<file path="src/rtl/tile_mesh_pkg.sv">
// Shared types for the tile mesh miss path: miss entry layout, ring directions
// and the routing decision for the entry at the head of the queue.
package tile_mesh_pkg;

    localparam int ADDR_W  = 39;
    localparam int PHY_W   = 12;
    localparam int X_LSB   = 0;
    localparam int Y_LSB   = 2;
    localparam int NPORT   = 3;

    typedef struct packed {
        logic [ADDR_W-1:0] addr;
        logic [PHY_W-1:0]  phy;
    } miss_entry_t;

    typedef enum logic [1:0] {
        DIR_BACK  = 2'd0,
        DIR_FWD   = 2'd1,
        DIR_LOCAL = 2'd2
    } dir_e;

    // X rings (idx 0-1) compare addr[1:0], Y rings (idx 2-3) compare addr[3:2]
    function automatic dir_e routeDir(input logic [3:0] coord, input int idx, input logic [1:0] own);
        logic [1:0] d;
        d = (idx < 2) ? coord[X_LSB +: 2] : coord[Y_LSB +: 2];
        if (d == own)
            return DIR_LOCAL;
        else if (d > own)
            return DIR_FWD;
        else
            return DIR_BACK;
    endfunction

endpackage

</file>
<file path="src/rtl/tile_mreq_compact.sv">
// Packs the enabled miss ports into consecutive queue slots and drops every
// port that would land past the available space.
module tile_mreq_compact #(
    parameter int CW = 4
) (
    input  logic [2:0]      i_reqEn,
    input  logic [CW-1:0]   i_space,
    input  logic            i_flush,
    output logic [2:0][1:0] o_off,
    output logic [2:0]      o_keep,
    output logic [1:0]      o_pushCnt,
    output logic            o_drop
);

    // Offsets count only enabled lower ports, so truncation at the first
    // port that does not fit also removes all later enabled ports.
    always_comb begin
        o_off[0] = 2'd0;
        o_off[1] = {1'b0, i_reqEn[0]};
        o_off[2] = {1'b0, i_reqEn[0]} + {1'b0, i_reqEn[1]};
        o_keep   = 3'b000;
        for (int k = 0; k < 3; k++) begin
            o_keep[k] = i_reqEn[k] && !i_flush && (CW'(o_off[k]) < i_space);
        end
        o_pushCnt = 2'(o_keep[0]) + 2'(o_keep[1]) + 2'(o_keep[2]);
        o_drop    = !i_flush && |(i_reqEn & ~o_keep);
    end

endmodule

</file>
<file path="src/rtl/tile_miss_issue_arb.sv">
// In-order miss-issue scheduler: queues up to three misses per cycle and issues
// the head toward its home tile (back, fwd or local), gated by link credits.
module tile_miss_issue_arb
    import tile_mesh_pkg::*;
#(
    parameter int TILE_X  = 0,
    parameter int TILE_Y  = 0,
    parameter int IDX     = 0,
    parameter int DEPTH   = 8,
    parameter int CREDITS = 4
) (
    input  logic                    clk,
    input  logic                    rst,
    input  logic [2:0]              i_reqEn,
    input  logic [2:0][ADDR_W-1:0]  i_reqAddr,
    input  logic [2:0][PHY_W-1:0]   i_reqPhy,
    output logic                    o_reqReady,
    input  logic                    i_flush,
    output logic [1:0]              o_outVld,
    output logic [ADDR_W-1:0]       o_outAddr,
    output logic [PHY_W-1:0]        o_outPhy,
    input  logic [1:0]              i_creditRet,
    output logic                    o_localVld,
    input  logic                    i_localReady,
    output logic                    o_overflow
);

    localparam int PW  = $clog2(DEPTH);
    localparam int CW  = PW + 1;
    localparam int CRW = $clog2(CREDITS + 1);

    miss_entry_t     r_mem [DEPTH];
    logic [PW-1:0]   r_wrPtr;
    logic [PW-1:0]   r_rdPtr;
    logic [CW-1:0]   r_count;
    logic [CRW-1:0]  r_credBack;
    logic [CRW-1:0]  r_credFwd;
    logic [1:0]      r_outVld;
    logic            r_localVld;
    logic [ADDR_W-1:0] r_outAddr;
    logic [PHY_W-1:0]  r_outPhy;
    logic            r_overflow;

    miss_entry_t     w_head;
    logic [1:0]      w_own;
    dir_e            w_dir;
    logic            w_pop;
    logic [CW-1:0]   w_space;
    logic [2:0][1:0] w_off;
    logic [2:0]      w_keep;
    logic [1:0]      w_pushCnt;
    logic            w_drop;
    logic [CRW-1:0]  w_credBackNext;
    logic [CRW-1:0]  w_credFwdNext;
    logic            w_credOvf;

    assign w_head     = r_mem[r_rdPtr];
    assign w_own      = (IDX < 2) ? TILE_X[1:0] : TILE_Y[1:0];
    assign w_dir      = routeDir(w_head.addr[3:0], IDX, w_own);
    assign o_reqReady = (r_count <= CW'(DEPTH - 3));
    assign w_space    = CW'(DEPTH) - r_count + CW'(w_pop);

    // A credit returned this cycle can release the head immediately.
    always_comb begin
        w_pop = 1'b0;
        if (r_count != '0 && !i_flush) begin
            case (w_dir)
                DIR_BACK:  w_pop = (r_credBack != '0) || i_creditRet[0];
                DIR_FWD:   w_pop = (r_credFwd  != '0) || i_creditRet[1];
                DIR_LOCAL: w_pop = i_localReady;
                default:   w_pop = 1'b0;
            endcase
        end
    end

    tile_mreq_compact #(.CW(CW)) u_compact (
        .i_reqEn   (i_reqEn),
        .i_space   (w_space),
        .i_flush   (i_flush),
        .o_off     (w_off),
        .o_keep    (w_keep),
        .o_pushCnt (w_pushCnt),
        .o_drop    (w_drop)
    );

    // A return to a full counter is ignored but still lets a same-cycle issue decrement.
    always_comb begin
        logic takeB, takeF, giveB, giveF;
        takeB = w_pop && (w_dir == DIR_BACK);
        takeF = w_pop && (w_dir == DIR_FWD);
        giveB = i_creditRet[0] && (r_credBack != CRW'(CREDITS));
        giveF = i_creditRet[1] && (r_credFwd  != CRW'(CREDITS));
        w_credOvf = (i_creditRet[0] && (r_credBack == CRW'(CREDITS)))
                 || (i_creditRet[1] && (r_credFwd  == CRW'(CREDITS)));
        w_credBackNext = r_credBack;
        w_credFwdNext  = r_credFwd;
        if (takeB && !giveB)      w_credBackNext = r_credBack - 1'b1;
        else if (giveB && !takeB) w_credBackNext = r_credBack + 1'b1;
        if (takeF && !giveF)      w_credFwdNext = r_credFwd - 1'b1;
        else if (giveF && !takeF) w_credFwdNext = r_credFwd + 1'b1;
    end

    always_ff @(posedge clk) begin
        for (int k = 0; k < 3; k++) begin
            if (w_keep[k]) begin
                r_mem[r_wrPtr + PW'(w_off[k])] <= '{addr: i_reqAddr[k], phy: i_reqPhy[k]};
            end
        end
    end

    always_ff @(posedge clk) begin
        if (rst) begin
            r_wrPtr    <= '0;
            r_rdPtr    <= '0;
            r_count    <= '0;
            r_credBack <= CRW'(CREDITS);
            r_credFwd  <= CRW'(CREDITS);
            r_outVld   <= 2'b00;
            r_localVld <= 1'b0;
            r_outAddr  <= '0;
            r_outPhy   <= '0;
            r_overflow <= 1'b0;
        end else begin
            r_credBack <= w_credBackNext;
            r_credFwd  <= w_credFwdNext;
            r_overflow <= r_overflow | w_drop | w_credOvf;
            r_outVld   <= {w_pop && (w_dir == DIR_FWD), w_pop && (w_dir == DIR_BACK)};
            r_localVld <= w_pop && (w_dir == DIR_LOCAL);
            if (w_pop) begin
                r_outAddr <= w_head.addr;
                r_outPhy  <= w_head.phy;
            end
            if (i_flush) begin
                r_wrPtr <= '0;
                r_rdPtr <= '0;
                r_count <= '0;
            end else begin
                r_wrPtr <= r_wrPtr + PW'(w_pushCnt);
                r_rdPtr <= r_rdPtr + PW'(w_pop);
                r_count <= r_count + CW'(w_pushCnt) - CW'(w_pop);
            end
        end
    end

    assign o_outVld   = r_outVld;
    assign o_localVld = r_localVld;
    assign o_outAddr  = r_outAddr;
    assign o_outPhy   = r_outPhy;
    assign o_overflow = r_overflow;

endmodule

</file>
<file path="config.mk">
export PLATFORM = sky130hd
export DESIGN_NAME = tile_miss_issue_arb
export DESIGN_NICKNAME = d
export VERILOG_FILES = /design/src/rtl/tile_mesh_pkg.sv /design/src/rtl/tile_mreq_compact.sv /design/src/rtl/tile_miss_issue_arb.sv
export SDC_FILE = /design/constraint.sdc
export NUM_CORES = 1
export LEC_CHECK = 0
export CAP_MARGIN = 15
export CORE_ASPECT_RATIO = 0.5
export CORE_MARGIN = 2
export CORE_UTILIZATION = 38
export CTS_CLUSTER_DIAMETER = 100
export DETAILED_ROUTE_END_ITERATION = 10
export SYNTH_ARGS = -nofsm -noshare
export SYNTH_HDL_FRONTEND = slang
export SYNTH_SLANG_ARGS = --single-unit
</file>
<file path="constraint.sdc">
create_clock -name clk -period 13.95 [get_ports clk]
set_clock_uncertainty 0.15 [all_clocks]
set_input_delay 2.79 -clock clk [delete_from_list [all_inputs] [get_ports clk]]
set_output_delay 2.79 -clock clk [all_outputs]
set_load 0.1 [all_outputs]
</file>
==> flow_summary.json, run 1 <==
{
  "vias_in_the_first_global_route": 23000,
  "clock_insertion_delay_worst_skew_ns": 0.62,
  "setup_tns_ns": 0,
  "detailedPlacementHpwl_mm": 56.1,
  "main_combinational_cell_family_by_area_after_synthesis": "simple AND/OR/NAND/NOR gates",
  "design.portCount": 218,
  "synth_edf_count": 408,
  "htree_levels": 2,
  "setup_violations": 0,
  "synth_nets": 3235,
  "sequential_fraction_of_the_synthesis_area_pct": 48.4,
  "max-slew-margin-rel_pct": 20.2,
  "clkSlewWorstSetupHoldPaths_ns": 0.06,
  "synth_fa_ha_area_share_pct": 1.28,
  "hold_viol_final": 0,
  "crit_path_start_kind": "input pin",
  "cts_num_sinks": 478,
  "tritoncts.num_buffers": 49,
  "synth_area_mm2": 0.0282,
  "yosysUniqueCellTypes": 57,
  "tritoncts_clock_tree": "yes",
  "starting_density_pct": 38.5,
  "synth_compound_gate_area_share_pct": 16.2,
  "slowest_delay_ns": 0.89,
  "critical_path.cell_chain": "clkdlybuf4s50_1, nor4_1, nor3_1, o21ai_4, clkinv_2, nor2_1, ha_1, inv_1, ha_1, nor2_1, a32o_1, a311oi_2, fa_1, inv_1, ha_1, inv_1, ha_1, inv_1, fa_1, xor2_1, nor2_1",
  "grt_antenna_before_repair": 11,
  "post_synth_xor_area_fraction_pct": 0.342,
  "synth-async-reset-ratio_pct": 0,
  "fp.dieArea_mm2": 0.0765,
  "yosys.area.top_type_share_pct": 43.5,
  "cts_hold_buffers": 0,
  "maximum_fanout_along_the_worst_path": 21,
  "portion_of_netlist_area_occupied_by_mux_cells_pct": 7.81,
  "timing_worst_slew_pin_value_ns": 1.20,
  "ys_dominant_reg_cell": "edfxtp_1",
  "detail_route.first_pass.iterations": 8,
  "design.core.area_mm2": 0.0732,
  "finish.utilization_pct": 43.7,
  "overall_track_demand_over_capacity_in_global_routing_pct": 26.3,
  "ys_top_cells_by_area": "edfxtp_1 (43%), nand2_1 (11%), a31oi_1 (9.1%)",
  "avgViaCountPerCell": 6.01,
  "via_count": 24100,
  "gr-total-overflow": 0,
  "synthesis.instances": 3048,
  "fin_crit_sh_pct": 61.5,
  "antenna_violating_nets_left": 0,
  "wl_per_cell_um": 25.6,
  "ys_ff_latch": 478,
  "wire_length_of_the_first_global_routing_pass_mm": 150,
  "postCtsResizedCells": 0,
  "die_width_um": 389,
  "unrepaired_setup_endpoints_after_global_routing": "no",
  "post_cts_buffers": 0,
  "routability_congestion": 0.871,
  "cp_data_arrival_time_ns": 8.94,
  "critPathRequiredTime_ns": 14.30,
  "critPathKind": "in -> reg",
  "post-route-cell-area_mm2": 0.0320,
  "cellLeakagePower_uw": 0.0109,
  "fillers": 6839,
  "grt_start_max_net_pins": 77,
  "rows": 70,
  "die_span_y_um": 197,
  "timing.final.max_slew_violations": 0,
  "drcViolationCount": 0,
  "drive_gt1_share_pct": 11.8,
  "finalNetCount": 3173,
  "p_per_area_mw_per_mm2": 165,
  "syn_avg_cell_area_um2": 9.25,
  "placement.io_buffers": 216,
  "root_buffer": "clkbuf_16",
  "timing.critical_path.to_type": "register",
  "fin_crit_ns": 8.58,
  "detail_route.wirelength_mm": 103,
  "post_synth_and_or_nand_nor_area_fraction_pct": 19.3,
  "power.ir.vdd_worst_mv": 0.139,
  "netlist.top_cell.by_area": "edfxtp_1",
  "max_clock_freq_mhz": 117,
  "cap_viol_max_count": 0,
  "hold_path_class": "reg -> reg",
  "clock_tree.buffer_depth": 3,
  "place_area_mm2": 0.0304,
  "flow.area_growth_from_synthesis_pct": 13.5,
  "synth-warning-count": 0,
  "drtIter0Drc": 3147,
  "run_status": "completed",
  "timing.critical_path.slowest_stage_cell": "nor4_1"
}
[registers in the layout, indices dropped and copies added, names as in the netlist]
register and cells:
o_outPhy 12, o_overflow 1, r_count 4, o_outVld 1, o_outAddr 39, r_credFwd 3, r_wrPtr 3, o_localVld 1
r_mem 408, r_rdPtr 3, r_credBack 3
[cell type report]
cell class / count / area (um2) / area share (%)
diodes: 12 / 30.0 / 0.0939
clock buffers: 75 / 1370 / 4.29
clock inverters: 16 / 161 / 0.504
inverters: 26 / 100 / 0.313
multi-input cells: 2150 / 12800 / 40.0
flip-flops and latches: 478 / 13700 / 42.7
well taps: 972 / 1220 / 3.80
repair buffers: 281 / 2650 / 8.28
[cells by family after synthesis]
kind of cell             Yosys count
other                              1
buffers and inverters            420
adder cells (fa/ha/maj)           26
multiplexers                     153
AND/OR/NAND/NOR                 1346
AO/OA/AOI/OAI                    613
flip-flops                       478
XOR/XNOR                          11
[routing by layer]
layer | part of all wire (%) | global-route usage [%] | vias to the layer above
met1 | 41 | 35.9 | 11600
li1 | - | - | 10700
met5 | 0 | 0 | -
met4 | 3.4 | 10.5 | 0
met2 | 45 | 41.3 | 1521
met3 | 11 | 5.20 | 282
[worst paths after layout]
kind                                            startpoint                          to  slack [ns]  cells after the start
worst min register to register  o_outAddr[14]$_SDFFE_PP0P_  o_outAddr[14]$_SDFFE_PP0P_        0.31                      2
worst max register to register       r_rdPtr[0]$_SDFF_PP0_       r_count[2]$_SDFF_PP0_        6.64                     21
worst max-delay path                        i_creditRet[1]       r_count[2]$_SDFF_PP0_        5.37                     21
worst min-delay path            o_outAddr[14]$_SDFFE_PP0P_  o_outAddr[14]$_SDFFE_PP0P_        0.31                      2
[worst max-delay path, delay by kind of cell]
family	cells	cell delay, ns
AND/OR/NAND/NOR	5	1.74
buffers and inverters	6	1.20
XOR/XNOR	1	0.17
adder cells (fa/ha/maj)	6	1.85
AO/OA/AOI/OAI	3	1.17
[cell usage after synthesis (3+ instances only)]
library cell and n:
buf_1 75, mux2i_1 98, nand3_2 49, inv_1 23, and2_1 4, o21ai_0 5
mux4_2 53, o211ai_1 22, xnor2_1 5, buf_6 11, nor2b_1 4, nand3_1 3
xor2_1 6, o221ai_2 49, a31oi_1 410, nand2_1 828, nor2_1 435, a21oi_1 10
a22oi_1 50, a211oi_2 8, buf_2 138, clkbuf_1 140, clkbuf_2 29, fa_1 5
ha_1 20, a21oi_2 46, edfxtp_1 408, nor3_1 6, dfxtp_1 70, nand2b_1 4
[stage by stage]
stage | power, uW | cells | hold WS (ns) | setup WS (ns)
2_1_floorplan | 3390 | 3048 | 0.343 | 3.82
3_3_place_gp | 3930 | 3907 | 0.296 | 4.95
3_5_place_dp | 3960 | 3907 | 0.295 | 4.89
4_1_cts | 5260 | 3998 | 0.307 | 5.50
5_1_grt | 5480 | 4009 | 0.320 | 5.10
6_report | 5270 | 4010 | 0.306 | 5.37
[report_power, final]
| group | switching [uW] | internal [uW] |
|---|---|---|
| combinational | 1400 | 565 |
| clock | 588 | 735 |
| sequential | 111 | 1870 |
| total | 2100 | 3170 |
[cell usage in the layout (no fill, tap or decap), types with 6 or more instances in the layout]
cell type        Yosys  final
nand2_1            828    828
nor2_1             435    434
a31oi_1            410    410
edfxtp_1           408    408
clkdlybuf4s50_1      0    215
mux2i_1             98     98
dfxtp_1             70     68
buf_4                1     66
mux4_2              53     53
a22oi_1             50     50
nand3_2             49     49
o221ai_2            49     49
clkbuf_16            0     49
a21oi_2             46     46
inv_1               23     23
o211ai_1            22     22
clkbuf_1           140     21
ha_1                20     20
diode_2              0     12
a21oi_1             10     10
a211oi_4             0      8
clkinv_2             0      6
nor3_1               6      6
xor2_1               6      6
Note: power is estimated with default switching activity, not from simulation.
==> inputs of run 2 (changes only) <==
==> constraint.sdc (replaced) <==
create_clock -name clk -period 8.18 [get_ports clk]
set_clock_uncertainty 0.15 [all_clocks]
set_input_delay 1.636 -clock clk [delete_from_list [all_inputs] [get_ports clk]]
set_output_delay 1.636 -clock clk [all_outputs]
set_load 0.1 [all_outputs]
==> flow_summary.json, run 2 (synthesis results as in run 1) <==
{
  "max_clock_freq_mhz": 150,
  "run_status": "completed",
  "setup_slack_ns": 1.49,
  "overall_track_demand_over_capacity_in_global_routing_pct": 26.9,
  "grt_start_max_net_pins": 103,
  "wire_length_of_the_first_global_routing_pass_mm": 152,
  "setup_tns_ns": 0,
  "cts_hold_buffers": 0,
  "place_inst": 3913,
  "root_buffer": "clkbuf_16",
  "drtIter0Drc": 3433,
  "drcViolationCount": 0,
  "rows": 70,
  "timing.critical_path.to_type": "register",
  "flow.area_growth_from_synthesis_pct": 13.7,
  "design.core.area_mm2": 0.0732,
  "final_common_cell": "nand2_1",
  "finalNetCount": 3179,
  "via_count": 24300,
  "clock_tree.buffer_depth": 3,
  "power.share.sequential_pct": 37.9,
  "design.portCount": 218,
  "crit_path_start_kind": "input pin",
  "detail_route.wirelength_mm": 105,
  "die_width_um": 389,
  "gr-total-overflow": 0,
  "grt_antenna_before_repair": 5,
  "hold_viol_final": 0,
  "fin_crit_sh_pct": 81.8,
  "dpl_worst_slack_ns": 0.897,
  "postCtsResizedCells": 0,
  "cts_num_sinks": 478,
  "timing_worst_slew_pin_value_ns": 1.18,
  "clock_power_share_pct": 24.3,
  "placement.io_buffers": 216,
  "max-slew-margin-rel_pct": 21.1,
  "tritoncts_clock_tree": "yes",
  "avgViaCountPerCell": 6.07,
  "switching_share_pct": 40.2,
  "largest_register_ffs": 408,
  "detailedPlacementHpwl_mm": 56.5,
  "power.ir.vdd_worst_mv": 0.197,
  "fp.dieArea_mm2": 0.0765,
  "cap_viol_max_count": 0,
  "clkSlewWorstSetupHoldPaths_ns": 0.07,
  "fin_crit_ns": 6.69,
  "min_hold_slack_ns": 0.309,
  "critPathRequiredTime_ns": 8.53,
  "clock_insertion_delay_worst_skew_ns": 0.63,
  "hold_path_class": "reg -> reg",
  "vias_in_the_first_global_route": 22500,
  "detail_route.first_pass.iterations": 6,
  "fillers": 6915,
  "pwr-share-comb_pct": 37.8,
  "power_report.internal_total_uw": 5360,
  "p_sw_uw": 3600,
  "setup_violations": 0,
  "p_per_area_mw_per_mm2": 280,
  "tritoncts.num_buffers": 49,
  "most-common-layout-cells": "nand2_1 (828), nor2_1 (434), a31oi_1 (410)",
  "cellLeakagePower_uw": 0.0110,
  "critPathKind": "in -> reg",
  "post_cts_buffers": 0,
  "die_span_y_um": 197,
  "timing.final.max_slew_violations": 0,
  "cp_data_arrival_time_ns": 7.04,
  "drive_gt1_share_pct": 12.0,
  "starting_density_pct": 38.5,
  "wl_per_cell_um": 26.2,
  "maximum_fanout_along_the_worst_path": 10,
  "antenna_violating_nets_left": 0,
  "routability_congestion": 0.862,
  "htree_levels": 2,
  "finalNonFillerCells": 4007,
  "unrepaired_setup_endpoints_after_global_routing": "no"
}
## run 2: metal layers
layer	track usage [%]	part of all wire [%]	up-vias
li1	-	-	10700
met1	38.4	41	11800
met2	41.5	44	1661
met3	4.92	12	208
met4	8.64	2.8	0
met5	0	0	-
## run 2: area by class of cell
class                           count  area [um2]  area share [%]
Antenna cell                        5        12.5          0.0390
Clock buffer                       77        1410            4.40
Clock inverter                     12        63.8           0.199
Inverter                           26         100           0.312
Multi-Input combinational cell   2150       12800            40.0
Sequential cell                   478       13700            42.6
Tap cell                          972        1220            3.80
Timing Repair Buffer              287        2780            8.67
## run 2: path summary, 6_finish.rpt
path                                            startpoint                         end  slack [ns]  depth (start not counted)
worst max register to register       r_rdPtr[0]$_SDFF_PP0_       r_count[2]$_SDFF_PP0_        2.17                         20
worst min-delay path            o_outAddr[37]$_SDFFE_PP0P_  o_outAddr[37]$_SDFFE_PP0P_        0.31                          2
worst max-delay path                        i_creditRet[1]       r_count[2]$_SDFF_PP0_        1.49                         21
worst min register to register  o_outAddr[37]$_SDFFE_PP0P_  o_outAddr[37]$_SDFFE_PP0P_        0.31                          2
## run 2: critical path, stage by stage
cell             delay, ns
clkdlybuf4s50_1       0.46
nor4_1                0.74
nor3_1                0.28
o21ai_4               0.14
clkinv_2              0.07
nor2_1                0.17
ha_1                  0.22
inv_1                 0.05
ha_1                  0.18
nor2_1                0.16
a32o_1                0.75
a311oi_2              0.27
fa_1                  0.61
inv_1                 0.05
ha_1                  0.27
inv_1                 0.06
ha_1                  0.15
inv_1                 0.07
fa_1                  0.43
xor2_1                0.20
nor2_1                0.07
## run 2: metrics by stage
stage / utilization, % / cell area (um2) / power (uW)
3_5_place_dp: 41.7 / 30600 / 6800
4_1_cts: 43.7 / 32000 / 8960
5_1_grt: 43.8 / 32000 / 9300
3_3_place_gp: 41.7 / 30600 / 6750
6_report: 43.8 / 32000 / 8960
2_1_floorplan: - / 28200 / 5780
## run 2: power groups by stage
stage	clock network, uW	registers [uW]	logic, uW
final	2180	3390	3390
after floorplan	0	4100	1680
after global routing	2290	3430	3580
after CTS	2210	3390	3360
after detailed placement	0	3440	3360
after global placement	0	3440	3310
